**config.mk**
```make
export PLATFORM = sky130hd
export DESIGN_NAME = kat_adc_cfg_sequencer
export DESIGN_NICKNAME = d
export VERILOG_FILES = /design/src/rtl/kat_adc_cfg_pkg.sv /design/src/rtl/kat_adc_cfg_timer.sv /design/src/rtl/kat_adc_cfg_sequencer.sv
export SDC_FILE = /design/constraint.sdc
export NUM_CORES = 1
export LEC_CHECK = 0
export CORE_AREA = 5 5 99 83
export CTS_CLUSTER_SIZE = 10
export DETAILED_ROUTE_END_ITERATION = 10
export DIE_AREA = 0 0 104 88
export GPL_ROUTABILITY_DRIVEN = 0
export PLACE_DENSITY = 0.81
export SYNTH_ARGS = -nofsm -noshare
export SYNTH_HDL_FRONTEND = slang
export SYNTH_SLANG_ARGS = --single-unit
```
**constraint.sdc**
```tcl
create_clock -name wbs_clk_i -period 5.9 [get_ports wbs_clk_i]
set_clock_uncertainty 0.15 [all_clocks]
set_input_delay 1.77 -clock wbs_clk_i [delete_from_list [all_inputs] [get_ports wbs_clk_i]]
set_output_delay 1.77 -clock wbs_clk_i [all_outputs]
set_load 0.01 [all_outputs]
```
**src/rtl/kat_adc_cfg_pkg.sv**
```systemverilog
// Shared types and widths for the KAT ADC configuration sequencer.
package kat_adc_cfg_pkg;
   localparam int ADDR_W = 4;
   localparam int DATA_W = 16;
   localparam int IDX_W  = 8;

   typedef enum logic [3:0] {
      ST_IDLE,
      ST_RST_PULSE,
      ST_RST_WAIT,
      ST_TBL_RD,
      ST_ISSUE,
      ST_BLANK,
      ST_WAIT_DONE,
      ST_PS_STEP,
      ST_PS_WAIT,
      ST_DONE,
      ST_ERROR,
      ST_SW_ISSUE
   } state_t;

   // Timer must hold the largest preload; never narrower than 10 bits.
   function automatic int timer_width(input int a, input int b, input int c);
      int m;
      int w;
      m = a;
      if (b > m) m = b;
      if (c > m) m = c;
      w = $clog2(m + 1);
      return (w < 10) ? 10 : w;
   endfunction

   function automatic logic is_rest(input state_t s);
      return (s == ST_IDLE) || (s == ST_DONE) || (s == ST_ERROR);
   endfunction
endpackage

```
**src/rtl/kat_adc_cfg_timer.sv**
```systemverilog
// Loadable down-counter with zero flag; load wins over counting, stops at zero.
module kat_adc_cfg_timer #(
   parameter int W = 10
) (
   input  logic         clk,
   input  logic         rst_n,
   input  logic         load,
   input  logic [W-1:0] load_val,
   output logic         zero
);
   logic [W-1:0] count_reg;

   always_ff @(posedge clk or negedge rst_n) begin
      if (!rst_n) begin
         count_reg <= '0;
      end else if (load) begin
         count_reg <= load_val;
      end else if (count_reg != '0) begin
         count_reg <= count_reg - 1'b1;
      end
   end

   assign zero = (count_reg == '0);
endmodule

```
**src/rtl/kat_adc_cfg_sequencer.sv**
```systemverilog
// Power-up configuration sequencer for one KAT ADC: reset pulse, settle, table writes,
// MMCM phase steps, with software single writes sharing the SPI config port.
module kat_adc_cfg_sequencer
   import kat_adc_cfg_pkg::*;
#(
   parameter int NUM_WORDS = 8,
   parameter int RST_HOLD  = 16,
   parameter int RST_WAIT  = 256,
   parameter int PS_STEPS  = 0,
   parameter int PS_INC    = 1,
   parameter int TIMEOUT   = 1023,
   parameter int AUTOSTART = 1
) (
   input  logic              wbs_clk_i,
   input  logic              wbs_rst_n_i,
   input  logic              start_i,
   input  logic              sw_req_i,
   input  logic [ADDR_W-1:0] sw_addr_i,
   input  logic [DATA_W-1:0] sw_data_i,
   output logic              sw_gnt_o,
   output logic              sw_done_o,
   output logic [IDX_W-1:0]  tbl_idx_o,
   input  logic [ADDR_W-1:0] tbl_addr_i,
   input  logic [DATA_W-1:0] tbl_data_i,
   output logic [ADDR_W-1:0] cfg_addr_o,
   output logic [DATA_W-1:0] cfg_data_o,
   output logic              cfg_start_o,
   input  logic              cfg_done_i,
   output logic              adc_reset_o,
   output logic              psen_o,
   output logic              psincdec_o,
   input  logic              psdone_i,
   output logic              busy_o,
   output logic              cal_done_o,
   output logic              error_o
);
   localparam int TMR_W = timer_width(RST_HOLD, RST_WAIT, TIMEOUT);
   localparam logic [TMR_W-1:0] HOLD_LOAD = TMR_W'(RST_HOLD - 1);
   localparam logic [TMR_W-1:0] WAIT_LOAD = TMR_W'(RST_WAIT - 1);
   localparam logic [TMR_W-1:0] TOUT_LOAD = TMR_W'(TIMEOUT - 1);
   localparam logic [IDX_W-1:0] LAST_IDX  = IDX_W'(NUM_WORDS - 1);
   localparam logic [IDX_W-1:0] LAST_STEP = IDX_W'(PS_STEPS - 1);
   localparam state_t AFTER_WR = (PS_STEPS == 0) ? ST_DONE : ST_PS_STEP;

   state_t              state_reg;
   state_t              ret_state_reg;
   logic                auto_pend_reg;
   logic                sw_flag_reg;
   logic [IDX_W-1:0]    idx_reg;
   logic [IDX_W-1:0]    step_reg;
   logic [IDX_W-1:0]    tbl_idx_reg;
   logic [ADDR_W-1:0]   cfg_addr_reg;
   logic [DATA_W-1:0]   cfg_data_reg;
   logic                cfg_start_reg;
   logic                adc_reset_reg;
   logic                psen_reg;
   logic                psincdec_reg;
   logic                sw_gnt_reg;
   logic                sw_done_reg;
   logic                cal_done_reg;
   logic                error_reg;

   logic                tmr_load;
   logic [TMR_W-1:0]    tmr_load_val;
   logic                tmr_zero;

   // Preload is chosen by the state that precedes each timed state, so the
   // timer starts counting on the same edge the timed state is entered.
   always_comb begin
      tmr_load     = 1'b0;
      tmr_load_val = TOUT_LOAD;
      case (state_reg)
         ST_IDLE, ST_DONE, ST_ERROR: begin
            tmr_load     = 1'b1;
            tmr_load_val = (start_i || auto_pend_reg) ? HOLD_LOAD : TOUT_LOAD;
         end
         ST_RST_PULSE: begin
            tmr_load     = tmr_zero;
            tmr_load_val = WAIT_LOAD;
         end
         ST_TBL_RD, ST_BLANK, ST_PS_STEP: tmr_load = 1'b1;
         default: ;
      endcase
   end

   kat_adc_cfg_timer #(.W(TMR_W)) u_timer (
      .clk      (wbs_clk_i),
      .rst_n    (wbs_rst_n_i),
      .load     (tmr_load),
      .load_val (tmr_load_val),
      .zero     (tmr_zero)
   );

   always_ff @(posedge wbs_clk_i or negedge wbs_rst_n_i) begin
      if (!wbs_rst_n_i) begin
         state_reg     <= ST_IDLE;
         ret_state_reg <= ST_IDLE;
         auto_pend_reg <= (AUTOSTART != 0);
         sw_flag_reg   <= 1'b0;
         idx_reg       <= '0;
         step_reg      <= '0;
         tbl_idx_reg   <= '0;
         cfg_addr_reg  <= '0;
         cfg_data_reg  <= '0;
         cfg_start_reg <= 1'b0;
         adc_reset_reg <= 1'b0;
         psen_reg      <= 1'b0;
         psincdec_reg  <= 1'b0;
         sw_gnt_reg    <= 1'b0;
         sw_done_reg   <= 1'b0;
         cal_done_reg  <= 1'b0;
         error_reg     <= 1'b0;
      end else begin
         cfg_start_reg <= 1'b0;
         psen_reg      <= 1'b0;
         sw_gnt_reg    <= 1'b0;
         sw_done_reg   <= 1'b0;
         case (state_reg)
            ST_IDLE, ST_DONE, ST_ERROR: begin
               if (state_reg == ST_DONE) cal_done_reg <= 1'b1;
               if (start_i || auto_pend_reg) begin
                  state_reg     <= ST_RST_PULSE;
                  adc_reset_reg <= 1'b1;
                  cal_done_reg  <= 1'b0;
                  error_reg     <= 1'b0;
                  idx_reg       <= '0;
                  step_reg      <= '0;
                  tbl_idx_reg   <= '0;
                  auto_pend_reg <= 1'b0;
                  sw_flag_reg   <= 1'b0;
               end else if (sw_req_i) begin
                  cfg_addr_reg  <= sw_addr_i;
                  cfg_data_reg  <= sw_data_i;
                  sw_gnt_reg    <= 1'b1;
                  sw_flag_reg   <= 1'b1;
                  ret_state_reg <= state_reg;
                  state_reg     <= ST_SW_ISSUE;
               end
            end
            ST_RST_PULSE: begin
               if (tmr_zero) begin
                  adc_reset_reg <= 1'b0;
                  state_reg     <= ST_RST_WAIT;
               end
            end
            ST_RST_WAIT: begin
               if (tmr_zero) state_reg <= (NUM_WORDS == 0) ? AFTER_WR : ST_TBL_RD;
            end
            ST_TBL_RD: begin
               cfg_addr_reg <= tbl_addr_i;
               cfg_data_reg <= tbl_data_i;
               state_reg    <= ST_ISSUE;
            end
            ST_ISSUE, ST_SW_ISSUE: begin
               if (cfg_done_i) begin
                  cfg_start_reg <= 1'b1;
                  state_reg     <= ST_BLANK;
               end else if (tmr_zero) begin
                  state_reg   <= ST_ERROR;
                  error_reg   <= 1'b1;
                  sw_done_reg <= sw_flag_reg;
                  sw_flag_reg <= 1'b0;
               end
            end
            ST_BLANK: begin
               // Prefetch the next table index so registered table data is ready by TBL_RD.
               if (!sw_flag_reg) tbl_idx_reg <= idx_reg + 1'b1;
               state_reg <= ST_WAIT_DONE;
            end
            ST_WAIT_DONE: begin
               if (cfg_done_i) begin
                  if (sw_flag_reg) begin
                     sw_done_reg <= 1'b1;
                     sw_flag_reg <= 1'b0;
                     state_reg   <= ret_state_reg;
                  end else if (idx_reg == LAST_IDX) begin
                     state_reg <= AFTER_WR;
                  end else begin
                     idx_reg   <= idx_reg + 1'b1;
                     state_reg <= ST_TBL_RD;
                  end
               end else if (tmr_zero) begin
                  state_reg   <= ST_ERROR;
                  error_reg   <= 1'b1;
                  sw_done_reg <= sw_flag_reg;
                  sw_flag_reg <= 1'b0;
               end
            end
            ST_PS_STEP: begin
               psen_reg     <= 1'b1;
               psincdec_reg <= 1'(PS_INC);
               state_reg    <= ST_PS_WAIT;
            end
            ST_PS_WAIT: begin
               if (psdone_i) begin
                  if (step_reg == LAST_STEP) begin
                     state_reg <= ST_DONE;
                  end else begin
                     step_reg  <= step_reg + 1'b1;
                     state_reg <= ST_PS_STEP;
                  end
               end else if (tmr_zero) begin
                  state_reg <= ST_ERROR;
                  error_reg <= 1'b1;
               end
            end
            default: state_reg <= ST_IDLE;
         endcase
      end
   end

   assign busy_o      = !is_rest(state_reg);
   assign sw_gnt_o    = sw_gnt_reg;
   assign sw_done_o   = sw_done_reg;
   assign tbl_idx_o   = tbl_idx_reg;
   assign cfg_addr_o  = cfg_addr_reg;
   assign cfg_data_o  = cfg_data_reg;
   assign cfg_start_o = cfg_start_reg;
   assign adc_reset_o = adc_reset_reg;
   assign psen_o      = psen_reg;
   assign psincdec_o  = psincdec_reg;
   assign cal_done_o  = cal_done_reg;
   assign error_o     = error_reg;
endmodule

```
After elaboration in Yosys (flattened, before gate mapping)
Index checks and enable logic that the tools add are counted.
{"block": "word_totals", "wordCells": 141, "regBits": 72}
{"block": "classes", "mux": 60, "n_bitwise": 1, "n_addsub": 3, "n_eq_ne": 28, "n_reduce_logical": 31}
{"op": "two-way mux 8 bit", "n": 7}
{"op": "two-way mux 4 bit", "n": 13}
{"op": "one-hot mux 8 bit (2 select lines)", "n": 3}
{"op": "one-hot mux 4 bit (9 select lines)", "n": 1}
{"op": "two-way mux 16 bit", "n": 2}
{"op": "one-hot mux 16 bit (2 select lines)", "n": 1}
{"op": "two-way mux 10 bit", "n": 3}
{"op": "inequality test 2 bit, second input constant", "n": 14}
{"op": "two-way mux 1 bit", "n": 23}
{"op": "one-hot mux 10 bit (2 select lines)", "n": 1}
{"op": "AND reduction 3 bit", "n": 6}
{"op": "adder 8 x 1 -> 8 bit, second input constant", "n": 2}
{"op": "equality test 4 x 3 -> 1 bit, second input constant", "n": 4}
{"op": "equality test 4 bit, second input constant", "n": 4}
{"op": "nonzero test 2 bit", "n": 7}
{"op": "logical NOT 10 bit", "n": 1}
{"op": "nonzero test 10 bit", "n": 1}
{"op": "subtractor 10 x 1 -> 10 bit, second input constant", "n": 1}
{"op": "equality test 4 x 2 -> 1 bit, second input constant", "n": 2}
{"op": "equality test 8 x 3 -> 1 bit, second input constant", "n": 1}
{"op": "equality test 8 bit, second input constant", "n": 1}
{"op": "one-hot mux 4 bit (2 select lines)", "n": 1}
{"op": "AND reduction 4 bit", "n": 2}
{"op": "one-hot mux 1 bit (2 select lines)", "n": 3}
{"op": "other kinds (13)", "n": 19}

Depth between registers and ports, before layout
Gate-level depths: netlist (run 1).
{"block": "logic_depth", "depth_word": 5, "ltp_mapped": 8}

By module
Synthesis (run 1) repeated with hierarchy kept, for this count alone.
{"block": "hier_totals", "cells_unflattened": 415, "area_unflattened_um2": 3988.8}
{"mod": "kat_adc_cfg_sequencer", "cells_per_inst": 347, "area_each_um2": 3368.2, "n_inst": 1, "seq_area_each_um2": 1552.7}
{"mod": "kat_adc_cfg_timer", "cells_per_inst": 68, "area_each_um2": 620.6, "n_inst": 1, "seq_area_each_um2": 250.2}

Worst setup path before layout (run 1)
No wires, ideal clock.
{"block": "synth_timing", "path_kind": "input port to flip-flop", "start": "in start_i", "end": "reg cfg_addr_reg[3], in the netlist cfg_addr_o[3]", "arrival_ns": 2.899, "cell_stages": 6, "setup_slack_ns": 2.719, "n_path_buf": 2, "setup_time_ns": 0.132, "path_cell_list": "or2_2 -> clkbuf_1 -> nor4_1 -> o32ai_1 -> clkbuf_1 -> o21ai_1"}
{"block": "synth_via", "elab_chain_cells": 3}
{"element": "start: declaration", "line": "kat_adc_cfg_sequencer.sv:16", "source": "input logic start_i,"}
{"element": "logical OR 1 bit", "line": "kat_adc_cfg_sequencer.sv:121", "source": "if (start_i || auto_pend_reg) begin"}
{"element": "inequality test 2 bit (no line)"}
{"element": "AND reduction 3 bit (no line)"}
{"element": "end signal: assignment", "line": "kat_adc_cfg_sequencer.sv:132", "source": "cfg_addr_reg <= sw_addr_i;"}
{"element": "end signal: assignment", "line": "kat_adc_cfg_sequencer.sv:150", "source": "cfg_addr_reg <= tbl_addr_i;"}
{"element": "end: declaration", "line": "kat_adc_cfg_sequencer.sv:52", "source": "logic [ADDR_W-1:0] cfg_addr_reg;"}
No other way between the ends.
A chain may end at the register's enable or synchronous reset.

Final worst setup path (run 1)
{"block": "layout_timing", "start": "reg state_reg[1]", "end": "out busy_o"}
{"block": "layout_via", "elab_chain_cells": 4, "elab_cells_between_ends": 6, "cone_classes": "eq/ne (2); reduce/logical (4)"}
{"element": "start: declaration", "line": "kat_adc_cfg_sequencer.sv:45", "source": "state_t state_reg;"}
{"element": "start signal: assignment", "line": "kat_adc_cfg_sequencer.sv:147", "source": "if (tmr_zero) state_reg <= (NUM_WORDS == 0) ? AFTER_WR : ST_TBL_RD;"}
{"element": "start signal: assignment", "line": "kat_adc_cfg_sequencer.sv:175", "source": "state_reg <= ret_state_reg;"}
{"element": "equality test 4 bit or logical NOT 4 bit (tied branches)", "line": "kat_adc_cfg_pkg.sv:34", "source": "return (s == ST_IDLE) || (s == ST_DONE) || (s == ST_ERROR);"}
{"element": "logical OR 1 bit", "line": "kat_adc_cfg_pkg.sv:34"}
{"element": "logical OR 1 bit *", "line": "kat_adc_cfg_pkg.sv:34"}
{"element": "logical NOT 1 bit *", "line": "kat_adc_cfg_sequencer.sv:212", "source": "assign busy_o = !is_rest(state_reg);"}
{"element": "end: declaration", "line": "kat_adc_cfg_sequencer.sv:33", "source": "output logic busy_o,"}
Mark *: on every way between the ends. The rest lies on a longest branch, timed or not.

==> flow_metrics.env, run 1 <==
export IMPL_intPower_uw=1340
export IMPL_layout_cells_non_filler=568
export IMPL_syn_num_nets=447
export IMPL_grt_max_degree=43
export IMPL_wl_per_cell_um=16.56
export IMPL_finalMaxSlewViolations=0
export IMPL_nFillCells=547
export IMPL_clockPowerShare=0.200
export IMPL_row_count=28
export IMPL_hold_path_class="flop to flop"
export IMPL_port_buffers=82
export IMPL_start_kind="flop"
export IMPL_max_cap_viol_count=0
export IMPL_rsz0062_at_grt="false"
export IMPL_dp_hpwl_mm=6.818
export IMPL_final_cell_mix="clkdlybuf4s50_1 (81), dfrtp_1 (71), nand2_1 (45), o21ai_0 (36), mux2i_1 (22)"
export IMPL_ff2ff_path_depth=7
export IMPL_ys_seq_area_frac=0.4756
export IMPL_path_clk_slew_ns=0.08
export IMPL_fin_nets=523
export IMPL_dp_cells=552
export IMPL_timing_hold_ws_ns=0.3217
export IMPL_start_util=0.5305
export IMPL_drtIter0Drc=311
export IMPL_pwr_share_comb=0.442
export IMPL_syn_area_um2=3791
export IMPL_core_um2=7147
export IMPL_final_hold_violation_count=0
export IMPL_final_common_cell="clkdlybuf4s50_1"
export IMPL_wl_mm=9.408
export IMPL_tightest_slew_ns=1.147
export IMPL_grt_pass1_wl_mm=15.79
export IMPL_clock_path_buffers=2
export IMPL_crit_chain="nor2b_1 > o31ai_2 > inv_2 > clkdlybuf4s50_1"
export IMPL_grt_usage=0.2124
export IMPL_ant_nets=0
export IMPL_arrival_ns=2.33
export IMPL_tritoncts="yes"
export IMPL_required_ns=3.98
export IMPL_slew_headroom=0.2352
export IMPL_yosysTopAreaCellShare=0.4686
export IMPL_slowest_stage="dfrtp_1"
export IMPL_synth_cell_type_count=57
export IMPL_drt_first_pass_iters=7
export IMPL_setup_viol=0
export IMPL_vias=3269
export IMPL_post_route_period_util=0.7207
export IMPL_cts_max_level=3
export IMPL_p_leak_uw=0.002000
export IMPL_grt_ovfl_total=0
export IMPL_cp_slowest_stage_delay_ns=0.67
export IMPL_yosys_area_share_simple=0.1990
export IMPL_pre_cts_slack_ns=1.806
export IMPL_syn_area_per_cell_um2=9.549
export IMPL_synthTopCellsByArea="dfrtp_1 (47%), mux2i_1 (5.8%), o21ai_0 (4.8%), nand2_1 (4.5%), xnor2_1 (2.5%)"
export IMPL_hold_path_depth=1
export IMPL_cts_sinks=72
export IMPL_ctsRootBufferMaster="clkbuf_8"
export IMPL_ir_worst_vdd_v=0.0001965
export IMPL_synth_top_family_by_area="simple AND/OR/NAND/NOR gates"
export IMPL_status="completed"
export IMPL_synth_seq_cells=72
export IMPL_synthMuxAreaShare=0.07294
export IMPL_synth_cells=397
export IMPL_crit_type="flop to primary output"
export IMPL_die_area_um2=9152
export IMPL_vias_per_cell=5.755
export IMPL_cts_buffers=9
export IMPL_antenna_diode_count=0
export IMPL_fp_dieW_um=104
export IMPL_io_pins=83
export IMPL_async_reset_ff_frac=1.000
export IMPL_synth_compound_area_frac=0.1713
export IMPL_drc=0
export IMPL_power_density_nw_per_um2=449.9
export IMPL_min_period_ns=4.252
export IMPL_synth_xor_area_share=0.03465
export IMPL_clk_latency_ns=0.35
export IMPL_crit_path_end_kind="primary output"
export IMPL_grt_pass1_vias=3188
export IMPL_cp_max_fo=17
export IMPL_max_freq_mhz=235.2
export IMPL_drive_above_1_share=0.07741
export IMPL_power_uw=2209
export IMPL_switching_share=0.3936
export IMPL_tns_ns=0
export IMPL_cts_setup_buffers=0
export IMPL_antenna_found_initial=0
export IMPL_ys_flop_type="dfrtp_1"
export IMPL_power_switching_uw=869.6
export IMPL_syn_to_final_growth_pct=29.54
export IMPL_p_seq_frac=0.358
export IMPL_synth_area_leader_cell="dfrtp_1"
export IMPL_yosys_warnings=0
export IMPL_cts_hold_buf=0
export IMPL_synth_edf_count=0
export IMPL_worst_slack_ns=1.648
export IMPL_synth_fa_ha_area_frac=0.01320
export IMPL_post_cts_resized=0
export IMPL_largest_register_ffs=16
export IMPL_die_y_um=88
==> final timing paths <==
kind                                   endpoint            startpoint  slack (ns)
setup / recovery                         busy_o          state_reg[1]        1.65
hold / removal                       psincdec_o            psincdec_o        0.32
setup reg to reg                   state_reg[2]  u_timer.count_reg[0]        3.12
hold reg to reg                      psincdec_o            psincdec_o        0.32
max in group asynchronous         auto_pend_reg           wbs_rst_n_i        3.21
min in group asynchronous  u_timer.count_reg[3]           wbs_rst_n_i        1.40
==> power groups by stage <==
stage               logic, µW  clock network [µW]  registers [µW]
finish                    977                 442             790
global route             1080                 472             813
CTS                       983                 448             788
detailed placement        979                   0             797
global placement          944                   0             787
floorplan                 622                   0             777
==> worst max-delay path, delay by kind of cell (launching register included) <==
kind | cells | cell delay, ns
AND/OR/NAND/NOR | 1 | 0.17
flip-flops | 1 | 0.67
AO/OA/AOI/OAI | 1 | 0.45
buffers and inverters | 2 | 0.69
==> kinds of logic after synthesis <==
| family | after synthesis |
|---|---|
| DFF | 72 |
| and+or+nand+nor | 142 |
| xor gates and xnor gates | 15 |
| adders and majority gates | 4 |
| muxes | 27 |
| AOI/OAI and AO/OA | 104 |
| buffers and inverters | 33 |
==> cells in the mapped netlist, types with 10 or more instances <==
cell type,number
dfrtp_1,71
nand2_1,45
o21ai_0,36
mux2i_1,22
nor2_1,20
clkbuf_1,17
a21oi_1,16
o21ai_1,16
inv_1,13
nand3_1,12
xnor2_1,11
nand2b_1,10
==> final cells by class <==
| type | count | area, µm² | area share |
|---|---|---|---|
| flip-flops and latches | 72 | 1803 | 0.3671 |
| inverters | 14 | 52.55 | 0.01070 |
| multi-input cells | 292 | 1886 | 0.3839 |
| clock inverters | 7 | 102.6 | 0.02089 |
| repair buffers | 84 | 830.8 | 0.1692 |
| clock buffers | 9 | 123.9 | 0.02522 |
| well taps | 90 | 112.6 | 0.02293 |
==> per-layer routing <==
layer / share of wire / GRT usage / vias to the layer above
met3: 0.069 / 0.05527 / 14
met1: 0.46 / 0.2825 / 1542
met4: 0.015 / 0.06706 / 0
met2: 0.46 / 0.3455 / 129
li1: - / - / 1584
met5: 0 / 0 / -
==> metrics by stage <==
step | area (µm²) | utilization
after floorplan | 3791 | -
after global placement | 4684 | 0.6555
after detailed placement | 4684 | 0.6555
after CTS | 4911 | 0.6872
after global routing | 4911 | 0.6872
final | 4911 | 0.6872
Note: power is estimated with default switching activity, not from simulation.
==> run 2, diff against run 1 <==
--- a/config.mk
+++ b/config.mk
@@ -5,12 +5,12 @@
 export SDC_FILE = /design/constraint.sdc
 export NUM_CORES = 1
 export LEC_CHECK = 0
-export CORE_AREA = 5 5 99 83
+export CORE_AREA = 5 5 108 90
 export CTS_CLUSTER_SIZE = 10
 export DETAILED_ROUTE_END_ITERATION = 10
-export DIE_AREA = 0 0 104 88
+export DIE_AREA = 0 0 113 95
 export GPL_ROUTABILITY_DRIVEN = 0
-export PLACE_DENSITY = 0.81
+export PLACE_DENSITY = 0.72
 export SYNTH_ARGS = -nofsm -noshare
 export SYNTH_HDL_FRONTEND = slang
 export SYNTH_SLANG_ARGS = --single-unit
==> constraint.sdc (replaced) <==
create_clock -name wbs_clk_i -period 3.5 [get_ports wbs_clk_i]
set_clock_uncertainty 0.15 [all_clocks]
set_input_delay 1.05 -clock wbs_clk_i [delete_from_list [all_inputs] [get_ports wbs_clk_i]]
set_output_delay 1.05 -clock wbs_clk_i [all_outputs]
set_load 0.01 [all_outputs]
==> run 2 against run 1 <==
Effect of this change:
- die area grew 17%
- sequential share of layout area shrank 0.62 points
- flip-flop and latch count is the same
- utilization shrank 11 points
- clock-buffer cell count grew 1
- wire length shrank 0.62%
- total power grew 68%
- first-iteration DRC count shrank 35%
- design area grew 1.7%
- register-to-register slack lost 2.4 ns
- critical path depth is the same
- combinational power grew 84%
- largest cell class unchanged
==> flow_metrics.env, run 2 (synthesis results as in run 1) <==
export IMPL_wl_mm=9.350
export IMPL_design_area_um2=4995
export IMPL_max_freq_mhz=302.7
export IMPL_vias=3236
export IMPL_tritoncts="yes"
export IMPL_p_seq_frac=0.338
export IMPL_multi_input_area_um2=1886
export IMPL_cp_slowest_stage_delay_ns=0.51
export IMPL_required_ns=2.30
export IMPL_seq_area_um2=1803
export IMPL_crit_chain="nor2b_1 > o31ai_2 > inv_2 > clkdlybuf4s50_1"
export IMPL_path_clk_slew_ns=0.07
export IMPL_drive_above_1_share=0.09611
export IMPL_dp_hpwl_mm=6.983
export IMPL_cts_setup_buffers=0
export IMPL_vias_per_cell=5.358
export IMPL_crit_path_end_kind="primary output"
export IMPL_ant_nets=0
export IMPL_start_kind="flop"
export IMPL_setup_viol=0
export IMPL_final_common_cell="clkdlybuf4s50_1"
export IMPL_tightest_slew_ns=0.6112
export IMPL_grt_pass1_vias=3093
export IMPL_min_period_ns=3.304
export IMPL_nFillCells=760
export IMPL_reg2reg_slack_ns=0.72
export IMPL_fin_nets=534
export IMPL_worstReg2RegEnd="state_reg[2]"
export IMPL_intPower_uw=2243
export IMPL_post_cts_resized=0
export IMPL_hold_start="psincdec_o"
export IMPL_cts_sinks=72
export IMPL_crit_type="flop to primary output"
export IMPL_max_cap_viol_count=0
export IMPL_fp_dieW_um=113
export IMPL_die_area_um2=10740
export IMPL_power_uw=3709
export IMPL_port_buffers=82
export IMPL_cts_buffers=9
export IMPL_drc=0
export IMPL_hold_path_class="flop to flop"
export IMPL_clk_latency_ns=0.36
export IMPL_slowest_stage="clkdlybuf4s50_1"
export IMPL_cts_hold_buf=0
export IMPL_antenna_diode_count=0
export IMPL_drtIter0Drc=202
export IMPL_grt_max_degree=41
export IMPL_power_switching_uw=1466
export IMPL_row_count=31
export IMPL_io_pins=83
export IMPL_final_hold_violation_count=0
export IMPL_antenna_found_initial=0
export IMPL_cp_max_fo=7
export IMPL_ir_worst_vdd_v=0.0003107
export IMPL_cp_top_family="buffers and inverters"
export IMPL_start_util=0.4383
export IMPL_hold_path_depth=1
export IMPL_syn_to_final_growth_pct=31.75
export IMPL_cts_max_level=3
export IMPL_slew_headroom=0.5895
export IMPL_finalMaxSlewViolations=0
export IMPL_rr_startpoint="u_timer.count_reg[0]"
export IMPL_grt_pass1_wl_mm=15.33
export IMPL_wl_per_cell_um=15.48
export IMPL_p_leak_uw=0.002035
export IMPL_min_to="psincdec_o"
export IMPL_post_route_period_util=0.9440
export IMPL_arrival_ns=2.10
export IMPL_ff2ff_path_depth=7
export IMPL_grt_usage=0.1775
export IMPL_pwr_share_comb=0.486
export IMPL_final_cell_mix="clkdlybuf4s50_1 (81), dfrtp_1 (71), nand2_1 (45), o21ai_0 (36), mux2i_1 (22)"
export IMPL_power_density_nw_per_um2=742.6
export IMPL_critPathBufInv=2
export IMPL_switching_share=0.3952
export IMPL_dpl_cell_area_um2=4798
export IMPL_grt_ovfl_total=0
export IMPL_die_y_um=95
export IMPL_status="completed"
export IMPL_drt_first_pass_iters=4
export IMPL_clockPowerShare=0.176
export IMPL_clock_path_buffers=2
export IMPL_core_um2=8650
export IMPL_largest_register_ffs=16
export IMPL_rsz0062_at_grt="false"
export IMPL_tns_ns=0
export IMPL_ctsRootBufferMaster="clkbuf_8"
-- run 2: per-stage QoR --
stage	setup WS, ns	hold WS (ns)	instances	utilization
6_report	0.1959	0.3222	604	0.5775
5_1_grt	0.07188	0.3476	604	0.5775
4_1_cts	0.2055	0.3288	604	0.5775
3_5_place_dp	0.3657	0.3120	588	0.5548
3_3_place_gp	0.4241	0.3069	588	0.5548
2_1_floorplan	0.9528	0.3039	397	-
-- run 2: worst max-delay path by stage --
stage / start / end / slack (ns) / cells after the start
2_1_floorplan: u_timer.count_reg[0] / state_reg[2] / 0.95 / 8
3_3_place_gp: start_i / cfg_data_o[9] / 0.42 / 7
3_5_place_dp: start_i / cfg_data_o[12] / 0.37 / 7
4_1_cts: state_reg[3] / busy_o / 0.21 / 4
5_1_grt: state_reg[3] / busy_o / 0.07 / 4
6_report: state_reg[3] / busy_o / 0.20 / 4
-- run 2: area by class of cell --
class,instances,area share
multi-input combinational,292,0.3775
inverter,14,0.01052
clock buffer,10,0.02555
tap,115,0.02881
timing repair buffer,95,0.1829
sequential,72,0.3610
clock inverter,6,0.01378
-- run 2: worst register-to-register path, delay by kind of cell, from the launching register on --
kind                     cells  cell delay [ns]
AND/OR/NAND/NOR              3             1.56
flip-flops                   1             0.40
AO/OA/AOI/OAI                2             0.26
adder cells (fa/ha/maj)      1             0.16
buffers and inverters        1             0.12
-- run 2: per-layer routing --
layer / track usage / routed length (µm) / share of wire
met3: 0.04548 / 500 / 0.053
met2: 0.2791 / 4482 / 0.48
met4: 0.04905 / 68 / 0.0073
met5: 0 / 0 / 0
met1: 0.2442 / 4298 / 0.46
-- run 2: power by group through the flow --
stage                     logic (µW)  registers [µW]  clock network (µW)
after floorplan                 1050            1310                   0
after global placement          1750            1260                   0
after detailed placement        1800            1270                   0
after CTS                       1810            1250                 667
after global routing            1990            1290                 703
final                           1800            1250                 651
==> run 3, diff against run 2 <==
--- a/config.mk
+++ b/config.mk
@@ -5,12 +5,14 @@
 export SDC_FILE = /design/constraint.sdc
 export NUM_CORES = 1
 export LEC_CHECK = 0
-export CORE_AREA = 5 5 108 90
+export CAP_MARGIN = 20
+export CORE_AREA = 5 5 109 91
 export CTS_CLUSTER_SIZE = 10
 export DETAILED_ROUTE_END_ITERATION = 10
-export DIE_AREA = 0 0 113 95
+export DIE_AREA = 0 0 114 96
 export GPL_ROUTABILITY_DRIVEN = 0
-export PLACE_DENSITY = 0.72
+export PLACE_DENSITY = 0.73
 export SYNTH_ARGS = -nofsm -noshare
 export SYNTH_HDL_FRONTEND = slang
+export SYNTH_HIERARCHICAL = 1
 export SYNTH_SLANG_ARGS = --single-unit
==> run 3 against run 2 <==
Effect of this change:
- wire length increased by 4.9%
- clock power increased by 1%
- critical path depth unchanged
- worst setup slack improved by 0.072 ns
- maximum frequency increased by 2.2%
- clock-buffer cell count increased by 1
- synthesized cell count increased by 4.5%
==> flow_metrics.env, run 3 <==
export IMPL_grt_usage=0.1865
export IMPL_crit_type="flop to primary output"
export IMPL_final_hold_violation_count=0
export IMPL_wl_mm=9.810
export IMPL_vias_per_cell=5.586
export IMPL_grt_ovfl_total=0
export IMPL_min_period_ns=3.232
export IMPL_dpl_cell_area_um2=4918
export IMPL_syn_area_per_cell_um2=9.612
export IMPL_path_clk_slew_ns=0.08
export IMPL_final_common_cell="clkdlybuf4s50_1"
export IMPL_drc=0
export IMPL_hold_path_class="flop to flop"
export IMPL_die_area_um2=10940
export IMPL_largest_register_ffs=16
export IMPL_cts_hold_buf=0
export IMPL_crit_path_end_kind="primary output"
export IMPL_synth_area_leader_cell="dfrtp_1"
export IMPL_drive_above_1_share=0.1004
export IMPL_synth_edf_count=0
export IMPL_cts_sinks=72
export IMPL_final_cell_mix="clkdlybuf4s50_1 (81), dfrtp_1 (71), nand2_1 (47), o21ai_1 (36), nor2_1 (26)"
export IMPL_slew_headroom=0.5352
export IMPL_grt_max_degree=48
export IMPL_row_count=31
export IMPL_max_cap_viol_count=0
export IMPL_design_area_um2=5116
export IMPL_rsz0062_at_grt="false"
export IMPL_yosys_warnings=6
export IMPL_core_um2=8727
export IMPL_arrival_ns=2.03
export IMPL_port_buffers=82
export IMPL_ant_nets=0
export IMPL_post_route_util=0.5862
export IMPL_dp_hpwl_mm=7.374
export IMPL_post_cts_resized=0
export IMPL_dp_cells=597
export IMPL_yosysMostFrequentCell="dfrtp_1"
export IMPL_vias=3424
export IMPL_drtIter0Drc=261
export IMPL_antenna_found_initial=0
export IMPL_fp_dieW_um=114
export IMPL_max_freq_mhz=309.4
export IMPL_synthTopCellsByArea="dfrtp_1 (45%), mux2i_1 (5.0%), o21ai_1 (4.5%), nand2_1 (4.4%), nor2_1 (2.4%)"
export IMPL_ys_flop_type="dfrtp_1"
export IMPL_post_route_period_util=0.9234
export IMPL_required_ns=2.30
export IMPL_cts_setup_buffers=0
export IMPL_async_reset_ff_frac=1.000
export IMPL_cts_buffers=9
export IMPL_io_pins=83
export IMPL_power_density_nw_per_um2=747.0
export IMPL_yosysTopAreaCellShare=0.4454
export IMPL_start_util=0.4571
export IMPL_ys_seq_area_frac=0.4520
export IMPL_start_kind="flop"
export IMPL_die_y_um=96
export IMPL_cp_max_fo=4
export IMPL_wl_per_cell_um=16.00
export IMPL_fin_nets=542
export IMPL_syn_to_final_growth_pct=28.26
export IMPL_grt_pass1_wl_mm=16.28
export IMPL_tritoncts="yes"
export IMPL_finalMaxSlewViolations=0
export IMPL_synth_cells=415
export IMPL_synthTopCellsByCount="dfrtp_1 (71), nand2_1 (47), o21ai_1 (36), nor2_1 (26), mux2i_1 (20)"
export IMPL_grt_pass1_vias=3330
export IMPL_ctsRootBufferMaster="clkbuf_8"
export IMPL_ir_worst_vdd_v=0.0004521
export IMPL_synth_seq_cells=72
export IMPL_clock_path_buffers=2
export IMPL_tightest_slew_ns=0.6918
export IMPL_cts_max_level=3
export IMPL_tns_ns=0
export IMPL_status="completed"
export IMPL_antenna_diode_count=0
export IMPL_syn_area_um2=3989
export IMPL_timing_hold_ws_ns=0.3284
export IMPL_setup_viol=0
export IMPL_p_leak_uw=0.002095
export IMPL_synth_cell_type_count=72
export IMPL_drt_first_pass_iters=6
export IMPL_clk_latency_ns=0.36
export IMPL_layout_cells_non_filler=613
==> run 3: changes by cell type in the layout (fill, tap and decap cells not counted), sizes merged, moves of 4 or more <==
cell | previous run | this run
nand4 | 2 | 7
a31oi | 0 | 6
xnor2 | 11 | 7
nand2b | 10 | 4
and3 | 5 | 0
o21ai | 52 | 42
nor2 | 21 | 27
a21boi | 4 | 0
nor2b | 6 | 10
==> run 3: area by class of cell <==
cell class / instances / area (µm²)
clock buffer: 11 / 141.4
clock inverter: 5 / 56.30
fill: 760 / 3611
inverter: 16 / 60.06
multi-input combinational: 302 / 2008
sequential: 72 / 1803
tap: 115 / 143.9
timing repair buffer: 92 / 903.4
==> run 3: kinds of logic after synthesis <==
kind of cell / share of synthesized area
simple gates: 0.2061
compound gates: 0.1703
flops: 0.4520
buf+inv: 0.05019
mux: 0.07560
xor+xnor: 0.03545
fa+ha+maj: 0.009411
other cells: 0.0009401
==> run 3: through the flow <==
stage                     setup slack, ns  total power, µW
after floorplan                    0.2363             2510
after global placement             0.4949             3116
after detailed placement           0.4413             3175
after CTS                          0.2489             3847
after global routing               0.1592             4104
final                              0.2681             3822
==> run 3: final timing paths <==
kind | from | end | slack, ns | cells after the start
hold reg to reg | psincdec_o | psincdec_o | 0.33 | 1
min in group asynchronous | wbs_rst_n_i | idx_reg[0] | 0.55 | 1
setup / recovery | state_reg[0] | busy_o | 0.27 | 4
setup reg to reg | u_timer/count_reg[0] | u_timer/count_reg[5] | 0.58 | 11
max in group asynchronous | wbs_rst_n_i | state_reg[3] | 1.99 | 2
hold / removal | psincdec_o | psincdec_o | 0.33 | 1
==> run 3: critical path, stage by stage (launching register included) <==
cell,delay [ns]
dfrtp_1,0.46
xnor2_4,0.19
a21oi_1,0.31
or2_2,0.18
clkdlybuf4s50_1,0.53
==> run 3: metal layers <==
metal,GRT usage,share of wire,up-vias
met5,0,0,-
met4,0.05341,0.015,0
met3,0.05280,0.062,19
met2,0.3036,0.49,124
met1,0.2449,0.43,1637
li1,-,-,1644
==> run 3: report_power, final <==
group	internal (µW)	leakage, µW	switching [µW]
logic	871	0.00108	1020
clock network	347	0.0000993	312
registers	1080	0.000919	193
total	2300	0.00209	1520
==> patch 1, RTL diff (flow settings as in run 2) <==
Make the reset (`rst_n` and `wbs_rst_n_i`) synchronous in 2 clocked blocks.
--- a/src/rtl/kat_adc_cfg_timer.sv
+++ b/src/rtl/kat_adc_cfg_timer.sv
@@ -10,7 +10,7 @@
 );
    logic [W-1:0] count_reg;
 
-   always_ff @(posedge clk or negedge rst_n) begin
+   always_ff @(posedge clk) begin
       if (!rst_n) begin
          count_reg <= '0;
       end else if (load) begin
--- a/src/rtl/kat_adc_cfg_sequencer.sv
+++ b/src/rtl/kat_adc_cfg_sequencer.sv
@@ -91,7 +91,7 @@
       .zero     (tmr_zero)
    );
 
-   always_ff @(posedge wbs_clk_i or negedge wbs_rst_n_i) begin
+   always_ff @(posedge wbs_clk_i) begin
       if (!wbs_rst_n_i) begin
          state_reg     <= ST_IDLE;
          ret_state_reg <= ST_IDLE;
Check against the original RTL: differs if wbs_rst_n_i is asserted again (counterexample within 4 cycles, from zero or initial values and one cycle with wbs_rst_n_i low); with wbs_rst_n_i held inactive, the same outputs for 10 cycles.
==> patch 1 against run 2 <==
Design area is 2.1% lower; global-route usage is 0.48 points higher; synthesized cell count is 12% higher; area after synthesis shrank 1.7%; wire length increased by 3.7%; worst setup slack improved by 110 ps; first-iteration DRC count rose by 21%; critical path depth up 1; power decreased by 9.5%; sequential power decreased by 12%; sequential cell count unchanged; highest routed layer unchanged.
==> patch 1: results (changes against run 2) <==
vias in the first global route 3367 (+8.9%); P_leak 1.73 nW (-15%); Hold Startpoint ret_state_reg[3]$_SDFFE_PN0P_; share of cells above drive strength 1 7.62% (-2.0 points); synth warn 0 (unchanged); Yosys cell types 58 (+1.8%); worst slew pin tran 859 ps (+248 ps); Detailed Place HPWL 7.08 mm (+1.4%); Largest register FFs 16 (unchanged); initial DRC count 244 (+21%); Crit Path Max Fanout 3 (-4); Peak VDD IR 271 µV (-13%); Arr. time, crit path 1990 ps (-110 ps); Post-synth ARST share 0% (-100 points); Max stage delay on crit path 580 ps (+70 ps); fill cell count 788 (+3.7%); sw frac 38.0% (-1.5 points); first-pass GRT wire length 16.0 mm (+4.1%); # nets final 571 (+6.9%); worst reg2reg startpoint u_timer.count_reg[4]$_SDFFE_PN0P_; outcome finished clean; HP Class flip-flop to flip-flop; WL/cell 15.2 µm (-2.1%); Worst Setup SP state_reg[3]$_SDFFE_PN0P_; Seq/Total Area, Yosys 38.7% (-8.9 points); top post-synthesis cells by area dfxtp_1 (39%), mux2i_1 (7.3%), nor2_1 (6.6%); synth cell count leaders dfxtp_1 (72), nor2_1 (66), nand2_1 (37); GRT Overall Usage 18.2% (+0.48 points); worst skew pair latency 350 ps; Synth Net Count 496 (+11%)
==> patch 1: cell types whose count changed after synthesis, sizes merged, moves of 7 or more <==
| cell | run 2 | this run |
|---|---|---|
| dfxtp | 0 | 72 |
| a22oi | 0 | 8 |
| o21ai | 52 | 14 |
| a211oi | 4 | 24 |
| nand2 | 46 | 37 |
| nand3 | 12 | 19 |
| nor2 | 21 | 66 |
| dfrtp | 71 | 0 |
| buf | 2 | 16 |
==> patch 1: power by group through the flow <==
stage / Sequential (mW) / Combinational, mW / Clock, mW
after floorplan: 1.13 / 1.01 / 0
after global placement: 1.10 / 1.51 / 0
after detailed placement: 1.11 / 1.53 / 0
after CTS: 1.10 / 1.54 / 0.740
after global routing: 1.12 / 1.69 / 0.781
final: 1.10 / 1.54 / 0.719
==> patch 1: cells by family (layout without fill, tap and decap cells) <==
kind of cell    Yosys count  after routing  synth area share [%]
simple gates            180            180                  23.9
flops                    72             72                  38.7
mux                      28             28                  7.55
fa+ha+maj                 4              4                  1.34
xor+xnor                 21             21                  4.93
compound gates          102            102                  19.1
buf+inv                  39            118                  4.46
==> patch 1: layout make-up <==
class                           count  share of cell area [%]
Timing Repair Buffer               95                    19.0
Sequential cell                    72                    29.5
Clock inverter                      5                    1.66
Tap cell                          115                    2.94
Multi-Input combinational cell    335                    43.4
Clock buffer                       10                    2.81
Inverter                            8                   0.614
==> patch 1: path summary, 6_finish.rpt <==
check                                       to  depth (start not counted)  slack (ps)
min reg2reg      ret_state_reg[3]$_SDFFE_PN0P_                          2         310
max                                     busy_o                          5         310
min              ret_state_reg[3]$_SDFFE_PN0P_                          2         310
max reg2reg  u_timer.count_reg[4]$_SDFFE_PN0P_                          6        1040
==> patch 1: worst reg2reg max path, delay by kind of cell (launching register included) <==
kind	cells	cell delay (ps)
AOI/OAI and AO/OA	2	470
DFF	1	350
buffers and inverters	1	220
and+or+nand+nor	3	1220
==> patch 1: metrics by stage <==
| stage | total power [mW] | setup WS, ps | cells | utilization, % | cell area [µm²] |
|---|---|---|---|---|---|
| 6_report | 3.36 | 309 | 640 | 56.5 | 4890 |
| 4_1_cts | 3.38 | 287 | 640 | 56.5 | 4890 |
| 5_1_grt | 3.59 | 167 | 640 | 56.5 | 4890 |
| 3_3_place_gp | 2.60 | 332 | 625 | 54.0 | 4670 |
| 3_5_place_dp | 2.64 | 184 | 625 | 54.0 | 4670 |
| 2_1_floorplan | 2.14 | 1080 | 446 | - | 3730 |
==> patch 1: metal layers <==
layer	global-route usage (%)	part of all wire, %	vias to the layer above
met4	4.40	0.92	0
met1	23.3	44	1633
met5	0	0	-
li1	-	-	1762
met2	29.2	47	119
met3	6.85	8.4	12
==> patch 2, RTL diff (config.mk and constraints of run 2) <==
Made on the original files. Change the package constant `DATA_W` from 16 to 32.
--- a/src/rtl/kat_adc_cfg_pkg.sv
+++ b/src/rtl/kat_adc_cfg_pkg.sv
@@ -1,7 +1,7 @@
 // Shared types and widths for the KAT ADC configuration sequencer.
 package kat_adc_cfg_pkg;
    localparam int ADDR_W = 4;
-   localparam int DATA_W = 16;
+   localparam int DATA_W = 32;
    localparam int IDX_W  = 8;
 
    typedef enum logic [3:0] {
Ports: changed (resized cfg_data_o, sw_data_i and tbl_data_i); port bits go from 83 to 131. No check against the original RTL was run, so the function may have changed too.
==> patch 2 against run 2 <==
Worst setup slack improved by 240 ps; power is 22% higher; sequential cell count increased by 16; die area is the same; largest cell class is now sequential cells; synthesized cell count increased by 20%; count of clock-buffer cells in the layout increased by 2; critical path depth unchanged; global-route usage increased by 4.9 points; area after synthesis up 19%; sequential share of layout area down 0.43 points; fmax is 7.8% higher; register-to-register slack better by 310 ps; wire length up 29%; design area rose by 24%; largest power group unchanged.
==> patch 2: results (changes against run 2) <==
post-place setup slack 277 ps (-88.5 ps); GRT Overall Usage 22.7% (+4.9 points); antenna violations before repair 0 (unchanged); # nets final 680 (+27%); TritonCTS Buffers 9 (unchanged); Arr. time, crit path 1860 ps (-240 ps); Vias/cell 5.60 (+4.5%); RR Endpoint step_reg[5]$_DFFE_PN0P_; syn_area_per_cell 9.53 µm² (-0.20%); P_leak 2.69 nW (+32%); clk slew on worst S/H paths 80 ps; Reg2Reg Setup Slack 1030 ps (+310 ps); Placement Cell Area 5950 µm² (+24%); worst setup path endpoint busy_o; ys flop type dfrtp_1; post-synthesis mux area share 8.43% (+1.1 points); initial DRC count 272 (+35%); number of port buffers 130 (+59%); relative slew slack 51.9% (-7.0 points); Placed Cells 702 (+19%); top post-synthesis cells by area dfrtp_1 (48%), mux2i_1 (8.2%), nand2_1 (4.9%); Synth Net Count 557 (+25%); Clk power 0.789 mW (+21%); n_diodes 0 (unchanged); Hold Slack 328 ps (+5.85 ps); worst reg2reg startpoint state_reg[2]$_DFFE_PN0P_; largest net degree at the start of global routing 74 (+80%); HP Class flip-flop to flip-flop; adder-cell share of the synthesized area 1.33% (+0.0066 points); first-pass GRT wire length 19.5 mm (+27%); combinational power share 47.7% (-0.9 points); Seq/Total Area, Yosys 48.7% (+1.1 points); Peak VDD IR 400 µV (+29%); synth cell count leaders dfrtp_1 (87), nand2_1 (59), o21ai_0 (39); Yosys cell types 58 (+1.8%); outcome finished clean; vias in the first global route 3953 (+28%); max frequency 0.326 GHz (+7.8%); Largest register FFs 32 (+16); Design Power 4.51 mW (+22%); Worst Setup SP state_reg[0]$_DFFE_PN0P_; synth warn 0 (unchanged); Layout Cells excl Fill 718 (+19%); Crit Path Max Fanout 7 (unchanged); Synth Area in XOR/XNOR 3.10% (-0.37 points); sw frac 37.1% (-2.4 points); Routed WL 12.1 mm (+29%); Synth Area in Compound Gates 17.5% (+0.39 points); worst-case reg-to-reg path depth 6 (-1); Hold Startpoint psincdec_o$_DFFE_PN0P_; Pre-Repair DR Iteration Count 5 (+1); Post-synth ARST share 100% (unchanged); Detailed Place HPWL 8.69 mm (+24%); share of cells above drive strength 1 6.63% (-3.0 points)
[patch 2: cell count changes in the layout (fill, tap and decap cells not counted), moves of 4 or more]
cell / before / now
mux2_2: 5 / 0
nand3_1: 12 / 22
inv_1: 13 / 9
a31oi_1: 0 / 4
mux2i_1: 22 / 37
o21ai_1: 16 / 32
clkdlybuf4s50_1: 81 / 129
or3_1: 4 / 8
nor2b_1: 6 / 1
nand2_1: 45 / 59
dfrtp_1: 71 / 87
[patch 2: routing by layer]
layer  wire length [µm]  up-vias  global-route usage, %
li1                   -     1954                      -
met1               5200     1922                   29.8
met2               6000      123                   37.1
met3                651       21                   5.25
met4                240        0                   8.01
met5                  0        -                      0
[patch 2: layout make-up]
type                       instances  area [µm²]
inverter                           9        33.8
tap                              115         144
sequential                        88        2200
clock buffer                      12         145
timing repair buffer             144        1430
multi-input combinational        346        2140
clock inverter                     4        77.6
fill                             670        2470
[patch 2: critical path: cells and delay by family, from the launching register on]
family	cells	cell delay, ps
buf+inv	2	710
flops	1	380
mux	1	270
simple gates	1	150
